<file path="src/rtl/fios_res_unload.sv">
// Collects an s-limb multiplier result, applies one conditional modulus subtraction, then streams the limbs out.
// Macro FIOS_FINAL_SUB_EN enables the subtraction path; when undefined the raw result is forwarded.
module fios_res_unload #(
   parameter int s = 8
) (
   input  logic                 clock_i,
   input  logic                 reset_i,
   input  logic                 RES_push_i,
   input  logic [16:0]          RES_i,
   input  logic                 done_i,
   input  logic                 p_we_i,
   input  logic [$clog2(s)-1:0] p_waddr_i,
   input  logic [16:0]          p_wdata_i,
   output logic                 ready_o,
   output logic                 out_valid_o,
   input  logic                 out_ready_i,
   output logic [16:0]          out_data_o,
   output logic                 out_last_o,
   output logic                 sub_o,
   output logic                 err_o
);

   localparam int AW = $clog2(s);
   localparam logic [AW-1:0] LAST = AW'(s - 1);

   typedef enum logic [1:0] {COLLECT, FINAL, DRAIN} state_t;

   state_t        state_reg;
   logic [AW-1:0] cnt_reg;
   logic [AW-1:0] idx_reg;
   logic          sel_reg;
   logic          err_reg;
   logic          ready_reg;
   logic          out_valid_reg;
   logic          out_last_reg;
   logic          sub_reg;
   logic [16:0]   out_data_reg;

   logic [16:0]   r_mem_reg [s];

   logic          push_ok;
   logic          cnt_last;
   logic          done_err;
   logic [AW-1:0] cnt_next;
   logic [AW-1:0] idx_inc;
   logic [AW-1:0] rd_idx;
   logic [16:0]   rd_data;
   logic          final_sel;

   assign push_ok  = RES_push_i && (state_reg == COLLECT);
   assign cnt_last = (cnt_reg == LAST);
   assign cnt_next = cnt_last ? '0 : cnt_reg + 1'b1;
   assign idx_inc  = idx_reg + 1'b1;
   // A done pulse is only legal at a result boundary: idle, or on the final limb push.
   assign done_err = done_i && (state_reg == COLLECT) && (cnt_reg != '0) && !(push_ok && cnt_last);

`ifdef FIOS_FINAL_SUB_EN
   logic [16:0] p_mem_reg [s];
   logic [16:0] d_mem_reg [s];
   logic        bin_reg;
   logic [16:0] p_rd;
   logic [17:0] diff;

   assign p_rd      = p_mem_reg[cnt_reg];
   assign diff      = {1'b0, RES_i} - {1'b0, p_rd} - {17'd0, bin_reg};
   assign final_sel = ~bin_reg;

   for (genvar gi = 0; gi < s; gi++) begin : g_limb
      always_ff @(posedge clock_i) begin
         if (p_we_i && (p_waddr_i == AW'(gi)))
            p_mem_reg[gi] <= p_wdata_i;
         if (push_ok && (cnt_reg == AW'(gi))) begin
            r_mem_reg[gi] <= RES_i;
            d_mem_reg[gi] <= diff[16:0];
         end
      end
   end

   always_ff @(posedge clock_i) begin
      if (reset_i)
         bin_reg <= 1'b0;
      else if (state_reg == DRAIN && out_ready_i && idx_reg == LAST)
         bin_reg <= 1'b0;
      else if (push_ok)
         bin_reg <= diff[17];
   end

   always_comb begin
      rd_idx  = '0;
      rd_data = '0;
      if (state_reg == DRAIN)
         rd_idx = (idx_reg == LAST) ? '0 : idx_inc;
      if ((state_reg == FINAL) ? final_sel : sel_reg)
         rd_data = d_mem_reg[rd_idx];
      else
         rd_data = r_mem_reg[rd_idx];
   end
`else
   // Without the subtraction path the modulus port has nothing to feed.
   logic unused_modulus;
   assign unused_modulus = ^{p_we_i, p_waddr_i, p_wdata_i};
   assign final_sel      = 1'b0;

   for (genvar gi = 0; gi < s; gi++) begin : g_limb
      always_ff @(posedge clock_i) begin
         if (push_ok && (cnt_reg == AW'(gi)))
            r_mem_reg[gi] <= RES_i;
      end
   end

   always_comb begin
      rd_idx = '0;
      if (state_reg == DRAIN)
         rd_idx = (idx_reg == LAST) ? '0 : idx_inc;
      rd_data = r_mem_reg[rd_idx];
   end
`endif

   // Output limb is read one step ahead so out_data_o comes straight from a register.
   always_ff @(posedge clock_i) begin
      if (reset_i) begin
         state_reg     <= COLLECT;
         cnt_reg       <= '0;
         idx_reg       <= '0;
         sel_reg       <= 1'b0;
         err_reg       <= 1'b0;
         ready_reg     <= 1'b1;
         out_valid_reg <= 1'b0;
         out_last_reg  <= 1'b0;
         sub_reg       <= 1'b0;
         out_data_reg  <= '0;
      end else begin
         if ((RES_push_i && state_reg != COLLECT) || done_err)
            err_reg <= 1'b1;
         case (state_reg)
            COLLECT: begin
               if (push_ok) begin
                  cnt_reg <= cnt_next;
                  if (cnt_last) begin
                     state_reg <= FINAL;
                     ready_reg <= 1'b0;
                  end
               end
            end
            FINAL: begin
               sel_reg       <= final_sel;
               sub_reg       <= final_sel;
               idx_reg       <= '0;
               out_data_reg  <= rd_data;
               out_valid_reg <= 1'b1;
               out_last_reg  <= 1'b0;
               state_reg     <= DRAIN;
            end
            DRAIN: begin
               if (out_ready_i) begin
                  if (idx_reg == LAST) begin
                     state_reg     <= COLLECT;
                     idx_reg       <= '0;
                     cnt_reg       <= '0;
                     out_valid_reg <= 1'b0;
                     out_last_reg  <= 1'b0;
                     sub_reg       <= 1'b0;
                     ready_reg     <= 1'b1;
                  end else begin
                     idx_reg      <= idx_inc;
                     out_data_reg <= rd_data;
                     out_last_reg <= (idx_inc == LAST);
                  end
               end
            end
            default: state_reg <= COLLECT;
         endcase
      end
   end

   assign ready_o     = ready_reg;
   assign out_valid_o = out_valid_reg;
   assign out_data_o  = out_data_reg;
   assign out_last_o  = out_last_reg;
   assign sub_o       = sub_reg;
   assign err_o       = err_reg;

endmodule

</file>
<file path="config.mk">
export PLATFORM = sky130hd
export DESIGN_NAME = fios_res_unload
export DESIGN_NICKNAME = d
export VERILOG_FILES = /design/src/rtl/fios_res_unload.sv
export SDC_FILE = /design/constraint.sdc
export NUM_CORES = 1
export LEC_CHECK = 0
export CAP_MARGIN = 10
export CELL_PAD_IN_SITES_DETAIL_PLACEMENT = 0
export CELL_PAD_IN_SITES_GLOBAL_PLACEMENT = 2
export CORE_MARGIN = 2
export CORE_UTILIZATION = 30
export CTS_BUF_LIST = sky130_fd_sc_hd__clkbuf_2
export DETAILED_ROUTE_END_ITERATION = 8
export GPL_TIMING_DRIVEN = 0
export PLACE_DENSITY_LB_ADDON = 0.1
export SLEW_MARGIN = 25
export SYNTH_ARGS = -nofsm -noshare
export SYNTH_HDL_FRONTEND = slang
export SYNTH_SLANG_ARGS = --single-unit
</file>
<file path="constraint.sdc">
create_clock -name clock_i -period 4.2 [get_ports clock_i]
set_clock_uncertainty 0.1 [all_clocks]
set_input_delay 0.84 -clock clock_i [delete_from_list [all_inputs] [get_ports clock_i]]
set_output_delay 0.84 -clock clock_i [all_outputs]
set_load 0.05 [all_outputs]
</file>
# Word-level counts from Yosys, hierarchy flattened
# Memory sizes are Yosys's and may differ from the RTL's.
# Index checks and enable logic that the tools add are counted.
[totals]
mem_bits_rw = 136
in_bits = 43
ff_bits = 30
output_inout_bits = 22
n_memories = 1
elab_cells = 128
[op_classes]
n_mux = 66
n_reduce_logical = 34
n_eq_ne = 16
addsub = 2
[memory_table]
columns = ["memory", "words", "width", "rd", "rd_ports_with_merged_regs", "wr", "line", "source"]
rows = [
  ["r_mem_reg", 8, 17, 1, 0, 1, "39", "logic [16:0] r_mem_reg [s];"],
]
[ops]
columns = ["operator", "count"]
rows = [
  ["$mux 17", 9],
  ["$reduce_or 17->1", 7],
  ["$mux 3", 14],
  ["$pmux 17 s2", 1],
  ["$mux 1", 31],
  ["$eq 3x3->1 const B", 6],
  ["$logic_and 1x1->1", 13],
  ["$pmux 3 s2", 2],
  ["$mux 2", 4],
  ["$ne 2x2->1 const B", 4],
  ["$pmux 1 s2", 4],
  ["$reduce_and 4->1", 2],
  ["$add 3x1->3 const B", 2],
  ["$eq 3x2->1 const B", 2],
  ["$pmux 2 s3", 1],
  ["$reduce_and 3->1", 2],
  ["$reduce_bool 2->1", 3],
  ["$reduce_and 5->1", 1],
  ["$eq 3x1->1 const B", 1],
  ["$logic_not 3->1", 1],
  ["$reduce_bool 3->1", 1],
  ["$eq 2x1->1 const B", 1],
  ["$eq 2x2->1 const B", 1],
  ["$logic_not 2->1", 1],
  ["other kinds (4)", 4],
]

# Logic depth before layout (Yosys ltp)
# Gate-level depths: netlist of run 1.
[depth]
ltp_word = 13
ltp_mapped = 10

# Worst setup path after synthesis of run 1
# Ideal clock, no wire load.
[synth_timing]
path_type = "input to register"
from = "input RES_push_i"
to = "memory r_mem_reg[0][0] (enable)"
path_stages = 2
path_buffers = 0
path_slack_ns = 1.575
t_required_ns = 3.688
t_arrival_ns = 2.113
path_cell_list = "nand2_1 > nor3_1"
[synth_via]
elab_chain_cells = 12
elab_cells_between_ends = 46
cone_classes = "mux: 30; reduce/logical: 16"
[synth_lines]
columns = ["element", "line", "source"]
rows = [
  ["start: declaration", "8", "input logic RES_push_i,"],
  ["$logic_and 1x1->1 (*)", "50", "assign push_ok = RES_push_i && (state_reg == COLLECT);"],
  ["$logic_and 1x1->1", "106", "if (push_ok && (cnt_reg == AW'(gi)))"],
  ["$mux 1", "106", ""],
  ["$mux 1 (implied by the code)", "107", "r_mem_reg[gi] <= RES_i;"],
  ["$reduce_or 17->1 (no source line)", "n/a", ""],
  ["$mux 3 (no source line) / $mux 1 (equally long branches) (7 in series)", "n/a", ""],
  ["end: declaration", "39", ""],
]
# Mark *: on every way between the ends. The rest lies on a longest branch, timed or not.

# Worst setup path after layout of run 1
[layout_timing]
from = "register idx_reg[0]"
to = "register out_data_reg[1] (netlist: out_data_o[1])"
[layout_via]
elab_chain_cells = 7
elab_cells_between_ends = 10
cone_classes = "add/sub: 1; eq/ne: 2; mux: 5; reduce/logical: 1; memory: 1"
[layout_lines]
columns = ["element", "line", "source"]
rows = [
  ["start: declaration", "30", "logic [AW-1:0] idx_reg;"],
  ["start signal: assignment", "165", "idx_reg <= idx_inc;"],
  ["$add 3x1->3 / $eq 3x3->1 (equally long branches)", "53, 114, 156", ""],
  ["$mux 3", "114", "rd_idx = (idx_reg == LAST) ? '0 : idx_inc;"],
  ["$mux 3", "113", "if (state_reg == DRAIN)"],
  ["$mem_v2 8x17", "n/a", ""],
  ["$mux 17", "156", "if (idx_reg == LAST) begin"],
  ["$mux 17", "155", "if (out_ready_i) begin"],
  ["$pmux 17 s2", "135", "case (state_reg)"],
  ["end signal: assignment", "149", "out_data_reg <= rd_data;"],
  ["end signal: assignment", "166", "out_data_reg <= rd_data;"],
  ["end: declaration", "37", "logic [16:0] out_data_reg;"],
]
# Parallel ways exist; a longest one is shown, timed or not. The select of a mux whose other input is x is not followed.
# A chain may end at the register's enable or synchronous reset.

==> summary.txt, run 1 <==
Min path
  – Hold-critical path endpoint: err_o
  – Hold path depth: 2
  – Worst hold start: err_o
  – Hold Crit Class: flop to flop

Yosys
  – Post-Syn Nets: 471
  – Synth async-reset ratio: 0%
  – Synth top area cells: edfxtp_1 63%, dfxtp_1 9.0%, o221ai_1 4.6%, a21oi_1 3.0%, mux2_2 3.0%
  – Post-synth EDFFs: 136
  – Syn. warnings: 0
  – Netlist cell types: 41
  – Synth top area share: around 63%
  – Count leader, synth: edfxtp_1
  – Synth Flop Type: edfxtp_1
  – Cells after Synth: 419
  – Syn avg cell area: 15.4 µm²
  – Cell taking the most area after synthesis: edfxtp_1
  – Post-Syn Area: 6460 µm²
  – Leading cell types by count after synthesis: 136 x edfxtp_1, 39 x a21oi_1, 34 x o221ai_1
  – Flops & latches, synth: 165
  – Sequential area share after synthesis: between 70 and 80%

Worst setup path
  – Worst EP arrival: 3.56 ns
  – CP startpoint kind: flop
  – Reg2reg start: idx_reg[0]
  – R2R setup slack: around 1.2 ns
  – Delay-heaviest family, CP: buffers and inverters
  – Crit path depth: 10
  – Max incr delay on CP: roughly 0.43 ns
  – Worst setup EP type: flop
  – End of the worst register-to-register path: out_data_o[1]
  – Kind of critical path: flop to flop
  – Critical Path, Cell by Cell: buf_6 -> inv_1 -> ha_1 -> buf_2 -> buf_2 -> clkinv_1 -> clkbuf_1 -> o221ai_1 -> a21oi_1 -> a211o_1
  – Max stage delay cell, worst path: dfxtp_1
  – R2R cell count: 10
  – Crit path buf inv count: 6
  – Top cell by count, worst path: buf_2
  – Worst EP required: around 4.7 ns
  – Crit path max fanout: 10

Routing
  – DRC: 0
  – Final wirelength: 17300 µm
  – Starting DRT DRC Count: 235
  – Via count: 3956
  – Drt first pass iters: 4
  – Routed len/inst: 22.4 µm
  – Via-per-instance ratio: 5.12
  – Final ANT Viol Nets: 0

Global routing
  – Initial antenna violation count: 1
  – First-pass GRT wire length: 25500 µm
  – Largest net degree at the start of global routing: 20
  – Grt total ovfl: 0
  – Vias in the first global route: 4190
  – Total track usage: between 10% and 20%

Pwr
  – Pwr/cell area: 366 nW/µm²
  – Power Total: 2.74 mW
  – P_leak: approximately 2.6 nW
  – Peak VDD IR: 0.140 mV

CTS
  – Resize count post-CTS: 0
  – Post-CTS Setup Inserts: 0
  – TritonCTS clock tree: done
  – Num CTS Buffers: 17
  – Clock slew at reported path FFs: 0.27 ns
  – Clk sinks: 165
  – Clock root cell: clkbuf_2
  – # hold bufs at CTS: 0
  – CTS max path bufs: 2
  – H-tree Lvls: 4
  – Clk_lat worst skew: 0.74 ns

Floorplanning
  – Initial core utilization: 30.6%
  – IO Count: 65
  – Die ar.: 22700 µm²
  – Die Wd: 151 µm
  – # rows: 53
  – Chip height: 151 µm
  – Area of the core: 21100 µm²

STA
  – Final period utilization: between 70% and 80%
  – Max-slew violation count: 0
  – Fin. Hold Viols: 0
  – Final Setup Violations: 0
  – Fmax: 330 MHz
  – Worst slew pin tran: roughly 1 ns
  – Slew headroom: 33.4%
  – Final min period: 3.03 ns
  – Setup tns final: 0 ns
  – RSZ-0062 raised after global routing: no
  – Hold WS: 0.387 ns

Layout
  – # nets final: 536
  – Layout cells sized above 1: 16.9%
  – Max FFs per register: 136
  – Area Overhead vs Synth: 16.2%
  – Non-filler cells, final: about 770
  – Post-layout util: 35.6%

Run status
  – Status: finished, final reports clean

Placement
  – Post-placement cell count: between 700 and 800
  – HPWL Detailed: 10900 µm
  – Port bufs: a little over 40
  – Placer congestion estimate: 0.717

Job
  – MaxCap Viol Count: 0
## worst reg2reg max path, cell delays in order (launching register included)
cell	delay (ns)
dfxtp_1	0.43
buf_6	0.15
inv_1	0.05
ha_1	0.28
buf_2	0.34
buf_2	0.35
clkinv_1	0.33
clkbuf_1	0.39
o221ai_1	0.17
a21oi_1	0.10
a211o_1	0.23
## worst max path at each step
stage	from	to	slack, ns
4_1_cts	idx_reg[0]	out_data_o[1]	1.13
2_1_floorplan	RES_push_i	r_mem_reg[0][0]	1.58
3_5_place_dp	RES_push_i	r_mem_reg[5][11]	1.11
3_3_place_gp	RES_push_i	r_mem_reg[4][12]	-0.33
5_1_grt	idx_reg[0]	out_data_o[2]	1.00
6_report	idx_reg[0]	out_data_o[1]	1.17
## kinds of logic after synthesis
group           count (synthesis)  share of synthesized area (%)
compound gates                140                           15.7
fa+ha+maj                       9                           1.74
buf+inv                        40                           3.33
flops                         165                           72.2
mux                            18                           3.12
other cells                     1                         0.0581
simple gates                   46                           3.78
## final cells by class
class	count	area, µm²
multi-input combinational	214	1600
antenna	1	2.50
fill	2064	13600
inverter	7	26.3
clock inverter	10	110
sequential	165	4660
tap	275	344
buffer	33	189
clock buffer	22	110
timing repair buffer	46	455
## report_power, final
part	switching (mW)	total [mW]	internal, mW	leakage (nW)
Combinational	0.0674	0.106	0.0389	0.963
Clock	0.553	0.832	0.279	0.138
Sequential	0.00684	1.81	1.80	1.47
## cells in the final DEF, fill, tap and decap left out, types with 17 or more instances in the layout
master             n
mux2_2            17
a2111oi_0         17
o221ai_1          34
o22ai_1           17
a211o_1           17
dfxtp_1           29
edfxtp_1         136
clkbuf_2          22
a21oi_1           39
clkdlybuf4s50_1   41
## per-stage QoR
step                      setup slack, ns  area [µm²]
after floorplan                      1.58        6460
after global placement             -0.327        7210
after detailed placement             1.11        7280
after CTS                            1.13        7500
after global routing                 1.00        7500
final                                1.17        7500
## per-layer routing
layer / vias to the layer above / routed length, µm / GRT usage [%]
met2: 83 / 8970 / 28.2
li1: 1840 / - / -
met4: 0 / 243 / 5.28
met1: 2016 / 7380 / 19.4
met5: - / 0 / 0
met3: 17 / 735 / 3.33
Note: power is estimated with default switching activity, not from simulation.
==> run 2, diff against run 1 <==
==> constraint.sdc (replaced) <==
create_clock -name clock_i -period 3.2 [get_ports clock_i]
set_clock_uncertainty 0.1 [all_clocks]
set_input_delay 0.64 -clock clock_i [delete_from_list [all_inputs] [get_ports clock_i]]
set_output_delay 0.64 -clock clock_i [all_outputs]
set_load 0.05 [all_outputs]
==> results of run 2 <==
The final DEF is identical to that of run 1. Status: finished, final reports clean.
Main changes from that run: setup slack after placement 1.11 ns -> 0.184 ns; setup slack after layout 1.17 ns -> 0.169 ns; hold slack 0.387 ns -> 0.223 ns; register-to-register setup slack 1.17 ns -> 0.17 ns; end point of the worst hold path err_o -> state_reg[1]; total power 2.74 mW -> 3.60 mW; worst IR drop on VDD 0.140 mV -> 0.184 mV
==> RTL change (flow settings as in run 2) <==
Add a define of `FIOS_FINAL_SUB_EN`.
--- a/src/rtl/fios_res_unload.sv
+++ b/src/rtl/fios_res_unload.sv
@@ -1,5 +1,7 @@
 // Collects an s-limb multiplier result, applies one conditional modulus subtraction, then streams the limbs out.
 // Macro FIOS_FINAL_SUB_EN enables the subtraction path; when undefined the raw result is forwarded.
+`define FIOS_FINAL_SUB_EN
+
 module fios_res_unload #(
    parameter int s = 8
 ) (
Formal check against the unedited RTL: not equivalent (a bounded check fails within 10 cycles, from zero or initial values and one cycle with reset_i high).
==> RTL change against run 2 <==
- setup slack got worse by 1.0 ns
- routed wire length increased to 3.1 times the old value
- area after synthesis increased to 2.9 times the old value
- sequential cell count increased by 278
- highest routed layer is now met5
- the run now ends with setup timing left
- sequential power increased to 2.9 times the old value
- cell count increased to 3.1 times the old value
- total power increased to 3.6 times the old value
- first-iteration DRC count increased to 2.8 times the old value
- critical path type unchanged
- largest cell class unchanged
- synthesized cell count increased to 2.9 times the old value
- combinational power increased to 16 times the old value
- design area increased to 3.1 times the old value
==> RTL change: results (changes against run 2) <==
* Resized cells post-CTS at 94 (+94)
* Minimum hold slack at 0.151 ns (-0.0715 ns)
* DP Area at 21,100 um2 (+190%)
* Setup-failing EPs final at 121 (+121)
* Post-route non-filler standard cell count at 2,414 (+210%)
* H-tree levels at 3 (-1)
* Seq/Total Area, Yosys at 69.2% (-3.0 points)
* Switching Fraction at 28.1% (+5.2 points)
* Worst Hold Path EP: p_mem_reg[6][6]$_DFFE_PP_
* Gpl congestion at 0.751 (+4.8%)
* CTS Hold Bufs at 9 (+9)
* Mapped Nets at 1,317 (+180%)
* Top post-synthesis cells by area: edfxtp_1, mux4_2, dfxtp_1, ha_1, nand2_1
* DR WL met2 at 26,500 um (+200%)
* R2R depth at 13 (+3)
* Worst VDD drop at 0.252 mV (+37%)
* First-pass GRT wire length at 79,000 um (+210%)
* Placed cell count at 2,156 (+190%)
* Number of port buffers at 63 (+54%)
* Outcome: complete, but fails checks
* First DRT Iteration DRCs at 669 (+180%)
* Highest routed metal layer: met5
* Yosys cell types at 65 (+59%)
* Failing checks: setup timing
* Post-synth EDFFs at 408 (+200%)
* Place WS at -1.83 ns (-2.02 ns)
* Detailed Route WL at 53,800 um (+210%)
* GRT Overall Usage at 17.1% (+1.2 points)
* DR pass1 iterations at 7 (+3)
* Static leakage at 0.00797 uW (+210%)
* Initial antenna violation count at 7 (+6)
* Crit path DAT at 4.75 ns (+1.19 ns)
* Synth Instances at 1,231 (+190%)
* Post-route setup slack at -0.833 ns (-1.00 ns)
* Hold path cells at 1 (-3)
* Wire length on met1 at 24,000 um (+220%)
* Met3 routed WL at 2170 um (+190%)
-- RTL change: changes by cell type after synthesis, moves of 40 or more --
cell      delta
mux4_2      +50
edfxtp_1   +272
inv_1       +50
nor2_1      +40
nand2_1    +109
o211ai_1    +50
-- RTL change: worst max-delay path: cells and delay by family, from the launching register on --
family	cells	cell delay (ns)
multiplexers	2	0.73
XOR/XNOR	1	0.18
AO/OA/AOI/OAI	3	0.58
flip-flops	1	0.35
AND/OR/NAND/NOR	2	0.47
adder cells (fa/ha/maj)	3	1.05
buffers and inverters	2	0.23
-- RTL change: power groups by stage --
stage               Combinational (uW)  Sequential [uW]  Clock, uW
detailed placement                1610             6980          0
floorplan                          925             6970          0
finish                            2210             6850       3970
CTS                               2070             6850       4180
global route                      2380             6870       4450
global placement                  1550             6990          0
-- RTL change: final cells by class --
cell class	instances	area (um2)
clock buffers	174	871
clock inverters	38	204
inverters	57	219
flip-flops and latches	443	13000
diodes	4	10.0
plain buffers	68	457
well taps	837	1050
repair buffers	132	1470
fillers	6055	38600
multi-input cells	661	5890
-- RTL change: kinds of logic (layout without fill, tap and decap cells) --
kind of cell | count (synthesis) | in the layout | share of synthesized area [%]
flops | 443 | 443 | 69.2
simple gates | 269 | 269 | 6.92
compound gates | 247 | 247 | 9.07
buf+inv | 127 | 469 | 2.98
mux | 88 | 88 | 8.25
fa+ha+maj | 43 | 43 | 2.95
xor+xnor | 14 | 14 | 0.655
other cells | 0 | 4 | 0
-- RTL change: metal layers --
| metal | global-route usage (%) | vias up |
|---|---|---|
| met3 | 3.87 | 104 |
| li1 | - | 5373 |
| met1 | 22.1 | 5807 |
| met4 | 5.26 | 6 |
| met2 | 28.7 | 221 |
| met5 | 0 | - |
